**src/rtl/add_accumulator.sv**
```systemverilog
// Streaming 64-bit accumulator: two-stage capture/add pipeline with a sticky carry,
// a saturating operand count and a drain-then-readout sequence that clears the sum.
module add_accumulator #(
  parameter int WIDTH = 64,
  parameter int CNT_W = 16
) (
  input  logic             clk,
  input  logic             rst_n,
  input  logic             in_valid,
  output logic             in_ready,
  input  logic [WIDTH-1:0] in_data,
  input  logic             in_load,
  input  logic             rd_req,
  output logic             rd_valid,
  output logic [WIDTH-1:0] rd_data,
  output logic             rd_carry,
  output logic [CNT_W-1:0] rd_count,
  output logic             busy
);

  typedef enum logic [1:0] {
    ACCUM = 2'd0,
    DRAIN = 2'd1,
    OUT   = 2'd2
  } state_t;

  state_t           state;
  logic             s1_valid;
  logic             s1_load;
  logic [WIDTH-1:0] s1_data;
  logic [WIDTH-1:0] acc;
  logic             carry_sticky;
  logic [CNT_W-1:0] count;
  logic             accept;
  logic [WIDTH:0]   sum;

  assign in_ready = (state == ACCUM);
  assign accept   = in_valid && in_ready;
  assign busy     = (state != ACCUM) || s1_valid;
  assign sum      = {1'b0, acc} + {1'b0, s1_data};

  always_ff @(posedge clk or negedge rst_n) begin
    if (!rst_n) begin
      s1_valid <= 1'b0;
      s1_data  <= '0;
      s1_load  <= 1'b0;
    end else if (accept) begin
      s1_valid <= 1'b1;
      s1_data  <= in_data;
      s1_load  <= in_load;
    end else begin
      s1_valid <= 1'b0;
    end
  end

  // The readout clear only fires once stage 1 is empty, so it never races the add.
  always_ff @(posedge clk or negedge rst_n) begin
    if (!rst_n) begin
      state        <= ACCUM;
      acc          <= '0;
      carry_sticky <= 1'b0;
      count        <= '0;
      rd_valid     <= 1'b0;
      rd_data      <= '0;
      rd_carry     <= 1'b0;
      rd_count     <= '0;
    end else begin
      if (s1_valid) begin
        if (s1_load) begin
          acc          <= s1_data;
          carry_sticky <= 1'b0;
          count        <= CNT_W'(1);
        end else begin
          acc          <= sum[WIDTH-1:0];
          carry_sticky <= carry_sticky | sum[WIDTH];
          if (count != '1) count <= count + CNT_W'(1);
        end
      end

      unique case (state)
        ACCUM: begin
          if (rd_req) state <= DRAIN;
        end
        DRAIN: begin
          if (!s1_valid) begin
            rd_data      <= acc;
            rd_carry     <= carry_sticky;
            rd_count     <= count;
            rd_valid     <= 1'b1;
            acc          <= '0;
            carry_sticky <= 1'b0;
            count        <= '0;
            state        <= OUT;
          end
        end
        OUT: begin
          rd_valid <= 1'b0;
          state    <= ACCUM;
        end
        default: begin
          rd_valid <= 1'b0;
          state    <= ACCUM;
        end
      endcase
    end
  end

endmodule

```
**config.mk**
```make
export PLATFORM = sky130hd
export DESIGN_NAME = add_accumulator
export DESIGN_NICKNAME = d
export VERILOG_FILES = /design/src/rtl/add_accumulator.sv
export SDC_FILE = /design/constraint.sdc
export NUM_CORES = 1
export LEC_CHECK = 0
export CAP_MARGIN = 15
export CORE_MARGIN = 5
export CORE_UTILIZATION = 55
export DETAILED_ROUTE_END_ITERATION = 10
export GPL_TIMING_DRIVEN = 0
export PLACE_DENSITY = 0.88
export SLEW_MARGIN = 10
export SYNTH_ARGS = -nofsm -noshare
export SYNTH_HDL_FRONTEND = slang
export SYNTH_SLANG_ARGS = --single-unit
```
**constraint.sdc**
```tcl
create_clock -name clk -period 7.2 [get_ports clk]
set_clock_uncertainty 0.2 [all_clocks]
set_input_delay 2.16 -clock clk [delete_from_list [all_inputs] [get_ports clk]]
set_output_delay 2.16 -clock clk [all_outputs]
set_load 0.05 [all_outputs]
```
== After elaboration in Yosys (flattened, before gate mapping) ==
Index checks and enable logic that the tools add are counted.

* Register bits: 231
* Input bits: 69
* Output and inout bits: 84
* Word-level logic and storage cells: 46

* Add/subtract/negate cells: 2
* Eq/ne operators: 4
* Mux-type cells: 19
* Bitwise logic cells: 3
* Reduce and logical (&&, ||, !) cells: 7

{| class="wikitable"
|+ Operators with widths
! operator !! number
|-
| 2-to-1 mux 64 bit || 4
|-
| 2-to-1 mux 16 bit || 5
|-
| adder 64 x 64 -> 65 bit || 1
|-
| adder 16 x 1 -> 16 bit, second input constant || 1
|-
| inequality test 16 bit, second input constant || 1
|-
| 2-to-1 mux 1 bit || 6
|-
| AND reduction 2 bit || 3
|-
| 2-to-1 mux 2 bit || 2
|-
| case mux 2 bit (2 select lines) || 1
|-
| equality test 2 x 1 -> 1 bit, second input constant || 1
|-
| zero test 2 bit || 1
|-
| inequality test 2 x 1 -> 1 bit, second input constant || 1
|-
| inequality test 2 bit, second input constant || 1
|-
| NOT 1 bit || 2
|-
| case mux 1 bit (2 select lines) || 1
|-
| nonzero test 2 bit || 1
|-
| logical AND 1 bit || 1
|-
| logical OR 1 bit || 1
|-
| bitwise OR 1 bit || 1
|}

== Longest topological paths before layout ==
Gate-level depths: netlist of run 1.

* Depth in word-level cells: 6
* Depth in mapped cells: 12
* Mapped depth without buffers: 12

== Least setup slack after synthesis of run 1 ==
OpenSTA, ideal clock, no wires.

* Path type: input -> register
* Start point: input port in_valid
* End point: register s1_data[36]
* Setup time: 125 ps
* Data arrival time: 3447 ps
* Required time: 6875 ps
* Setup slack: 3429 ps
* Stages: 5
* Path buffers: 3
* Cells stage by stage: and2_1 clkbuf_1 clkbuf_1 clkbuf_1 mux2_2

* Longest elaborated chain between the ends: 1

{| class="wikitable"
|+ RTL lines
! item !! line !! text
|-
| start: declaration || 9 || <nowiki>input logic in_valid,</nowiki>
|-
| logical AND 1 bit || 38 || <nowiki>assign accept = in_valid && in_ready;</nowiki>
|-
| end signal: assignment || 49 || <nowiki>s1_data <= in_data;</nowiki>
|-
| end: declaration || 30 || <nowiki>logic [WIDTH-1:0] s1_data;</nowiki>
|}

Every way passes these cells.
A chain may end at the register's enable or synchronous reset.

== Worst setup path after layout of run 1 ==
* Start point: register s1_valid
* End point: output port busy

* Longest elaborated chain between the ends: 1

{| class="wikitable"
|+ RTL lines
! item !! line !! text
|-
| start: declaration || 28 || <nowiki>logic s1_valid;</nowiki>
|-
| start signal: assignment || 44 || <nowiki>s1_valid <= 1'b0;</nowiki>
|-
| start signal: assignment || 48 || <nowiki>s1_valid <= 1'b1;</nowiki>
|-
| start signal: assignment || 52 || <nowiki>s1_valid <= 1'b0;</nowiki>
|-
| logical OR 1 bit || 39 || <nowiki>assign busy = (state != ACCUM) || s1_valid;</nowiki>
|-
| end: declaration || 18 || <nowiki>output logic busy</nowiki>
|}

Every way passes these cells.

==> summary.txt, run 1 <==
Global routing
  • Grt total ovfl: 0
  • Global-route wire length before repair: 55.2 mm
  • Number of global-route vias before repair: 10768
  • Initial antenna violation count: 0
  • Largest net degree at the start of global routing: 80
  • Global-route usage over all layers: 25.5%

Yosys
  • Register bit total from synthesis: 231
  • Synthesis Warnings: 0
  • Netlist cell types: 67
  • EDFF count, synth: 0
  • Cell area after synthesis: 12800 µm²
  • Sequential element share of the synthesized area: 45.0%
  • Synthesized area per cell: 10.5 µm²
  • Ys flop type: dfrtp_1
  • Ys async rst share: 100%
  • Net Count, Synth: 1362
  • Gate count of the mapped netlist: 1227

Route
  • Post-route ant nets: 0
  • Remaining DRCs: 0
  • Final WL: 33.9 mm
  • Routed WL per cell: 19.4 µm
  • Vias/cell: 6.04
  • DRT iter0 DRCs: 794
  • Number of vias in the routed layout: 10550
  • Drt pass-1 iters: 6

Clock tree
  • Hold-fix buffers at CTS: 0
  • Max Root-Sink Buffers: 3
  • Total CTS buffers: 26
  • Post-CTS Setup Inserts: 0
  • Clk sinks: 231
  • Cts repair resizes: 0
  • Clk Latency, worst-skew pair: 0.53 ns
  • Worst-path clk slew: 0.06 ns
  • CTS tree: yes
  • CTS HTree Levels: 1
  • Clock root cell: clkbuf_16

Floorplan
  • Die Height: 163 µm
  • Starting Density: 55.2%
  • Row count: 56
  • Die X: 163 µm
  • Core Box Area: 23300 µm²
  • # IOs: 153
  • Area of the die: 26500 µm²

Timing
  • RSZ-0062 raised after global routing: no
  • Setup TNS Final: 0 ns
  • Fin crit share: 64.9%
  • Relative slew slack: 45.4%
  • FMAX: 214 MHz
  • Final Max Tran Viols: 0
  • Min Hold Slack: 0.272 ns
  • Final Setup Violations: 0
  • Final Hold Viols: 0
  • Slew @ Worst Pin: 0.820 ns
  • Final worst slack: 2.53 ns
  • Minimum clock period: 4.67 ns

Setup path
  • CP required: 4.84 ns
  • Arrival @ worst endpoint: 2.31 ns
  • CP Launch Type: flip-flop
  • WS Path Type: flip-flop to primary output
  • Worst setup EP type: primary output
  • Crit-path max FO: 10

Finish
  • Diodes inserted: 0
  • Synthesis-to-layout area growth: 22.8%
  • # fillers: 1749
  • Most frequent cells in the layout: dfrtp_1 (231), clkdlybuf4s50_1 (151), mux2_2 (146)
  • Ratio of cells with drive above 1 in the final layout: 15.1%
  • Post-layout util: 67.8%
  • Fin nets: 1544
  • Cell area after layout: 15800 µm²
  • Most common cell after layout, fill and taps aside: dfrtp_1

Power
  • Power Density: 550 nW/µm²
  • Leakage: 6.93 nW
  • Max VDD drop: 0.000286 V

Placement
  • Post-DP HPWL: 25.2 mm
  • Post-DP Area: 14800 µm²
  • DP Worst Slack: 2.29 ns
  • GP Congestion: 0.935
  • PortBufs: 152

Job
  • Max-capacitance violation count: 0

Run status
  • Outcome: complete, no violations

Worst hold path
  • Hold Crit Class: flip-flop to flip-flop
==> critical path: stages (launching register included) <==
cell and delay, ns:
dfrtp_1 0.38, clkbuf_1 0.36, or3_1 0.23, clkdlybuf4s50_1 0.82
==> flip-flops by register name, summed over array words and instances (netlist names) <==
register      cells
acc              64
rd_data          64
s1_data          64
count            16
rd_count         16
state             2
carry_sticky      1
rd_carry          1
rd_valid          1
s1_load           1
s1_valid          1
==> area by class of cell <==
type                       count  area (µm²)  area share (%)
sequential                   231        5780            36.7
buffer                        55         224            1.42
multi-input combinational    915        6740            42.7
timing repair buffer         154        1580            10.0
tap                          319         399            2.53
inverter                      26        97.6           0.619
clock buffer                  32         734            4.66
clock inverter                15         209            1.33
==> logic make-up after synthesis <==
logic type | share of synthesized area [%]
buffers and inverters | 2.50
flip-flops | 45.0
AND/OR/NAND/NOR | 10.3
multiplexers | 13.1
AO/OA/AOI/OAI | 18.6
XOR/XNOR | 4.02
adder cells (fa/ha/maj) | 6.49
==> power breakdown <==
| part | switching (mW) | internal, mW |
|---|---|---|
| Combinational | 3.01 | 1.99 |
| Clock | 0.535 | 0.901 |
| Sequential | 0.422 | 1.80 |
==> worst paths after layout <==
| path | cells after the start | slack (ns) | from | to |
|---|---|---|---|---|
| worst max-delay path | 3 | 2.53 | s1_valid | busy |
| worst min-delay path | 1 | 0.27 | state[1] | state[0] |
| worst max register to register | 12 | 3.86 | acc[0] | carry_sticky |
| worst min register to register | 1 | 0.27 | state[1] | state[0] |
| max in group asynchronous | 2 | 4.60 | rst_n | acc[8] |
| min in group asynchronous | 1 | 1.39 | rst_n | s1_data[43] |
==> through the flow <==
step | std cells | power (mW)
global placement | 1698 | 7.00
detailed placement | 1700 | 7.16
finish | 1747 | 8.67
global route | 1747 | 9.25
floorplan | 1227 | 5.80
CTS | 1747 | 8.65
==> cell usage after synthesis, types with 2 or more instances <==
cell type | count | area share (%)
a21boi_1 | 3 | 0.18
nand3b_1 | 2 | 0.12
nor2_1 | 56 | 1.6
or2_2 | 2 | 0.097
nor2b_1 | 9 | 0.44
o31ai_2 | 2 | 0.19
nand3_1 | 23 | 0.90
o221ai_1 | 2 | 0.14
a211o_1 | 5 | 0.34
or3_1 | 8 | 0.39
nor3_1 | 19 | 0.74
o21ai_0 | 64 | 2.5
a21boi_0 | 3 | 0.18
buf_2 | 5 | 0.19
a21oi_1 | 89 | 3.5
o211ai_1 | 3 | 0.18
a221o_1 | 2 | 0.16
and2_1 | 14 | 0.68
a222oi_1 | 3 | 0.23
o22ai_1 | 3 | 0.15
and4_1 | 5 | 0.34
o21ai_1 | 35 | 1.4
mux2i_1 | 4 | 0.31
nand2b_1 | 5 | 0.24
ha_1 | 65 | 6.3
nand4_1 | 29 | 1.4
o21bai_1 | 8 | 0.47
inv_1 | 26 | 0.76
a31oi_1 | 6 | 0.29
buf_1 | 5 | 0.15
a211oi_1 | 5 | 0.29
a21o_1 | 33 | 1.9
and3_1 | 6 | 0.29
o21a_1 | 14 | 0.82
nand2_1 | 92 | 2.7
xnor2_1 | 28 | 1.9
dfrtp_1 | 231 | 45
o31ai_1 | 5 | 0.29
mux2_2 | 146 | 13
a21oi_2 | 3 | 0.20
xor2_1 | 31 | 2.1
a311oi_1 | 2 | 0.14
clkbuf_1 | 43 | 1.3
a22o_1 | 18 | 1.2
a22oi_1 | 43 | 2.5
==> layer usage <==
metal,part of all wire (%),up-vias,routed length [µm],GRT usage (%)
met5,0,-,0,0
met1,43,5163,14600,34.5
met4,3.1,0,1040,7.74
met2,47,389,15900,41.8
met3,6.9,76,2340,4.96
li1,-,4922,-,-
(Power assumes the default switching activity.)
==> run 2, diff against run 1 <==
--- a/config.mk
+++ b/config.mk
@@ -7,10 +7,10 @@
 export LEC_CHECK = 0
 export CAP_MARGIN = 15
 export CORE_MARGIN = 5
-export CORE_UTILIZATION = 55
+export CORE_UTILIZATION = 51
 export DETAILED_ROUTE_END_ITERATION = 10
 export GPL_TIMING_DRIVEN = 0
-export PLACE_DENSITY = 0.88
+export PLACE_DENSITY = 0.86
 export SLEW_MARGIN = 10
 export SYNTH_ARGS = -nofsm -noshare
 export SYNTH_HDL_FRONTEND = slang
==> constraint.sdc (replaced) <==
create_clock -name clk -period 3.97 [get_ports clk]
set_clock_uncertainty 0.2 [all_clocks]
set_input_delay 1.191 -clock clk [delete_from_list [all_inputs] [get_ports clk]]
set_output_delay 1.191 -clock clk [all_outputs]
set_load 0.05 [all_outputs]
==> run 2 against run 1 <==
Effect of this change: first-iteration DRC count down 4.4%; sequential power is 81% higher; critical path depth unchanged; utilization decreased by 5.2 points; die area rose by 7.4%; design area down 0.92%; clock-buffer cell count is 4 higher; clock power is 56% higher; combinational power is 81% higher; worst hold slack better by 0.011 ns; largest power group unchanged.
==> summary.txt, run 2 (same netlist as run 1, synthesis figures left out) <==
Run status
  • Outcome: complete, no violations

Setup path
  • WS Path Type: flip-flop to primary output
  • CP required: 2.58 ns
  • Crit-path max FO: 10
  • Crit path buffers/inverters: 2
  • Worst setup EP type: primary output
  • Delay-heaviest family, CP: buffers and inverters
  • Slowest cell on crit path: clkdlybuf4s50_1
  • Arrival @ worst endpoint: 2.33 ns
  • CP peak stage delay: 0.80 ns
  • CP Launch Type: flip-flop
  • CP Cell Sequence: clkbuf_1 -> or3_1 -> clkdlybuf4s50_1

Timing
  • Final worst slack: 0.249 ns
  • FMAX: 269 MHz
  • RSZ-0062 raised after global routing: no
  • Relative slew slack: 45.0%
  • Slew @ Worst Pin: 0.824 ns
  • Final Max Tran Viols: 0
  • Minimum clock period: 3.72 ns
  • Final Hold Viols: 0
  • Fin crit share: 93.7%
  • Setup TNS Final: 0 ns
  • Final Setup Violations: 0

Placement
  • DP Cell Count: 1711
  • PortBufs: 152
  • DP Worst Slack: 0.0832 ns
  • Post-DP HPWL: 25.4 mm
  • Post-DP Area: 14800 µm²
  • GP Congestion: 0.955

Finish
  • Top flop regs: acc x64, rd_data x64, s1_data x64
  • Diodes inserted: 0
  • Most frequent cells in the layout: dfrtp_1 (231), clkdlybuf4s50_1 (151), mux2_2 (146)
  • Layout Cells excl Fill: 1752
  • Cell area after layout: 15600 µm²
  • Ratio of cells with drive above 1 in the final layout: 14.3%
  • Most common cell after layout, fill and taps aside: dfrtp_1
  • Synthesis-to-layout area growth: 21.6%
  • Fin nets: 1542

Global routing
  • Global-route usage over all layers: 23.3%
  • Initial antenna violation count: 0
  • Number of global-route vias before repair: 10598
  • Global-route wire length before repair: 54.8 mm
  • Largest net degree at the start of global routing: 111
  • Grt total ovfl: 0

Power
  • Power Density: 982 nW/µm²
  • Leakage: 6.84 nW
  • Max VDD drop: 0.000545 V
  • Final Total Pwr: 15.3 mW

Floorplan
  • # IOs: 153
  • Starting Density: 51.4%
  • Row count: 58
  • Die Height: 169 µm
  • Die X: 169 µm
  • Core Box Area: 25000 µm²
  • Area of the die: 28400 µm²

Route
  • Number of vias in the routed layout: 10458
  • DRT iter0 DRCs: 759
  • Drt pass-1 iters: 5
  • Post-route ant nets: 0
  • Final WL: 34.1 mm
  • Vias/cell: 5.97
  • Remaining DRCs: 0
  • Routed WL per cell: 19.4 µm

Clock tree
  • Max Root-Sink Buffers: 3
  • Hold-fix buffers at CTS: 0
  • CTS HTree Levels: 1
  • Clk sinks: 231
  • Cts repair resizes: 0
  • Total CTS buffers: 24
  • Worst-path clk slew: 0.06 ns
  • CTS tree: yes
  • Post-CTS Setup Inserts: 0
  • Clock root cell: clkbuf_16
  • Clk Latency, worst-skew pair: 0.53 ns

Worst hold path
  • Hold Crit Class: flip-flop to flip-flop

Job
  • Max-capacitance violation count: 0
==> run 2: cell count changes in the layout (fill, tap and decap cells not counted) <==
cell,delta
clkinv_8,+1
inv_6,-1
clkbuf_16,-3
clkbuf_1,+6
clkinv_2,-6
clkinvlp_4,-1
bufinv_16,-3
clkbuf_8,+1
==> run 2: final timing paths <==
kind / startpoint / to / slack (ns) / cells past startpoint
worst min-delay path: state[1] / state[0] / 0.28 / 1
worst max-delay path: s1_valid / busy / 0.25 / 3
worst max register to register: acc[0] / carry_sticky / 0.64 / 12
min in group asynchronous: rst_n / acc[55] / 0.32 / 1
worst min register to register: state[1] / state[0] / 0.28 / 1
max in group asynchronous: rst_n / acc[18] / 2.44 / 2
==> run 2: cell type report <==
cell class	instances	area, µm²
Fill cell	1995	9350
Multi-Input combinational cell	915	6740
Sequential cell	231	5780
Timing Repair Buffer	154	1580
Clock buffer	36	696
Tap cell	330	413
Buffer	55	224
Inverter	26	97.6
Clock inverter	5	88.8
==> run 2: where the power goes <==
part / total (mW) / leakage (nW) / switching (mW) / internal (mW)
clock: 2.24 / 0.379 / 0.907 / 1.34
combinational: 9.05 / 3.52 / 5.43 / 3.62
sequential: 4.04 / 2.94 / 0.770 / 3.27
total: 15.3 / 6.84 / 7.11 / 8.23
==> run 2: routing by layer <==
layer	share of wire (%)	vias up	track usage, %
li1	-	4889	-
met1	43	5125	31.6
met2	48	378	38.7
met3	6.7	66	4.25
met4	2.6	0	6.35
met5	0	-	0
==> run 2: stage by stage <==
| step | hold slack [ns] | utilization [%] |
|---|---|---|
| after floorplan | 0.242 | - |
| after global placement | 0.265 | 59.2 |
| after detailed placement | 0.273 | 59.4 |
| after CTS | 0.282 | 62.6 |
| after global routing | 0.316 | 62.6 |
| final | 0.283 | 62.6 |
==> run 3, diff against run 2 <==
--- a/config.mk
+++ b/config.mk
@@ -7,10 +7,10 @@
 export LEC_CHECK = 0
 export CAP_MARGIN = 15
 export CORE_MARGIN = 5
-export CORE_UTILIZATION = 51
+export CORE_UTILIZATION = 40
 export DETAILED_ROUTE_END_ITERATION = 10
 export GPL_TIMING_DRIVEN = 0
-export PLACE_DENSITY = 0.86
+export PLACE_DENSITY = 0.72
 export SLEW_MARGIN = 10
 export SYNTH_ARGS = -nofsm -noshare
 export SYNTH_HDL_FRONTEND = slang
==> run 3 against run 2 <==
Effect of this change: cell count is 4.5% higher; register-to-register slack hardly changed; sequential share of layout area is 0.54 points lower; clock-buffer cell count is 1 higher; die area is 26% higher; critical path depth stayed put; total power is 1.7% higher; worst hold slack hardly changed; combinational power hardly changed.
==> summary.txt, run 3 (same netlist as run 1, synthesis figures left out) <==
Route
  • Drt pass-1 iters: 5
  • Post-route ant nets: 0
  • Routed WL per cell: 19.0 µm
  • Number of vias in the routed layout: 10272
  • Vias/cell: 5.61
  • Remaining DRCs: 0
  • Final WL: 34.8 mm
  • DRT iter0 DRCs: 602

Power
  • Power Density: 984 nW/µm²
  • Net Switching: 7.15 mW
  • Power share of the clock group: 16.2%
  • Power share of the combinational group: 57.9%
  • Final Total Pwr: 15.6 mW
  • Int Power: 8.45 mW
  • Leakage: 6.92 nW
  • Sequential share of power: 25.8%
  • Max VDD drop: 0.000418 V
  • Switching part of the total: 45.8%

Finish
  • Synthesis-to-layout area growth: 23.4%
  • Most frequent cells in the layout: dfrtp_1 (231), clkdlybuf4s50_1 (151), mux2_2 (146)
  • Layout Cells excl Fill: 1831
  • Top flop regs: acc x64, rd_data x64, s1_data x64
  • Most common cell after layout, fill and taps aside: dfrtp_1
  • Ratio of cells with drive above 1 in the final layout: 15.0%
  • Diodes inserted: 0
  • Fin nets: 1544

Global routing
  • Grt total ovfl: 0
  • Number of global-route vias before repair: 10503
  • Global-route wire length before repair: 55.9 mm
  • Global-route usage over all layers: 19.0%
  • Initial antenna violation count: 0
  • Largest net degree at the start of global routing: 99

Setup path
  • Worst setup EP type: primary output
  • CP Launch Type: flip-flop
  • Worst R2R End: acc[61]
  • CP required: 2.58 ns
  • Arrival @ worst endpoint: 2.35 ns
  • Crit-path max FO: 10
  • WS Path Type: flip-flop to primary output
  • CP peak stage delay: 0.82 ns
  • Worst R2R Start: acc[4]
  • CP Launch Point: s1_valid
  • Slowest cell on crit path: clkdlybuf4s50_1
  • CP Cell Sequence: clkbuf_1 -> or3_1 -> clkdlybuf4s50_1
  • Reg2reg path depth: 10
  • Worst setup endpoint: busy
  • R2R Setup Slk: 0.65 ns

Placement
  • DP Worst Slack: -0.00378 ns
  • Post-DP HPWL: 26.3 mm
  • GP Congestion: 0.890
  • DP Cell Count: 1783
  • PortBufs: 152

Timing
  • Final worst slack: 0.230 ns
  • Final Setup Violations: 0
  • Final Max Tran Viols: 0
  • Relative slew slack: 42.7%
  • RSZ-0062 raised after global routing: no
  • Min Hold Slack: 0.283 ns
  • Minimum clock period: 3.74 ns
  • Slew @ Worst Pin: 0.859 ns
  • Final Hold Viols: 0
  • Fin crit share: 94.2%
  • FMAX: 267 MHz

Floorplan
  • Row count: 65
  • Core Box Area: 31600 µm²
  • # IOs: 153
  • Die X: 189 µm
  • Starting Density: 40.6%
  • Area of the die: 35800 µm²
  • Die Height: 189 µm

Clock tree
  • Hold-fix buffers at CTS: 0
  • Total CTS buffers: 26
  • Clock root cell: clkbuf_16
  • Clk Latency, worst-skew pair: 0.54 ns
  • CTS tree: yes
  • Post-CTS Setup Inserts: 0
  • Worst-path clk slew: 0.06 ns
  • Cts repair resizes: 0
  • Clk sinks: 231
  • CTS HTree Levels: 1
  • Max Root-Sink Buffers: 3

Job
  • Max-capacitance violation count: 0

Worst hold path
  • Hold Startpoint: state[1]
  • Hold Crit Class: flip-flop to flip-flop
  • Worst Hold Path Cells: 1

Run status
  • Outcome: complete, no violations
## run 3: cell count changes in the layout (fill, tap and decap cells not counted)
cell       change
clkbuf_16      +2
clkbuf_8       +4
clkinv_2       +5
bufinv_16      +1
clkbuf_1       -5
## run 3: how the worst min path moves through the flow
stage               slack (ns)  endpoint
detailed placement        0.27  state[0]
CTS                       0.28  state[0]
finish                    0.28  state[0]
floorplan                 0.24  state[0]
global route              0.33  state[0]
global placement          0.26  state[0]
## run 3: critical path, delay by kind of cell (launching register included)
family	cells	cell delay [ns]
flops	1	0.39
simple gates	1	0.23
buf+inv	2	1.19
## run 3: per-stage QoR
step	util (%)	setup TNS, ns	area, µm²
2_1_floorplan	-	0	12800
3_3_place_gp	47.0	-1926.95	14900
3_5_place_dp	47.2	-0.00693	14900
4_1_cts	50.1	0	15900
5_1_grt	50.1	0	15900
6_report	50.1	0	15900
## run 3: final cells by class
| type | instances | area (µm²) |
|---|---|---|
| plain buffers | 55 | 224 |
| clock buffers | 37 | 782 |
| clock inverters | 11 | 144 |
| fillers | 2878 | 15800 |
| inverters | 26 | 97.6 |
| multi-input cells | 915 | 6740 |
| flip-flops and latches | 231 | 5780 |
| well taps | 402 | 503 |
| repair buffers | 154 | 1580 |
## run 3: per-layer routing
| layer | global-route usage (%) | share of wire, % | vias to the layer above |
|---|---|---|---|
| li1 | - | - | 4910 |
| met1 | 26.4 | 46 | 5040 |
| met2 | 30.8 | 46 | 275 |
| met3 | 3.12 | 5.5 | 47 |
| met4 | 5.38 | 2.7 | 0 |
| met5 | 0 | 0 | - |
## run 3: power by group through the flow
stage | Sequential (mW) | Clock [mW] | Combinational, mW
after floorplan | 4.70 | 0 | 5.82
after global placement | 4.03 | 0 | 8.83
after detailed placement | 4.07 | 0 | 8.97
after CTS | 4.04 | 2.60 | 9.03
after global routing | 4.15 | 2.68 | 9.88
final | 4.03 | 2.53 | 9.04
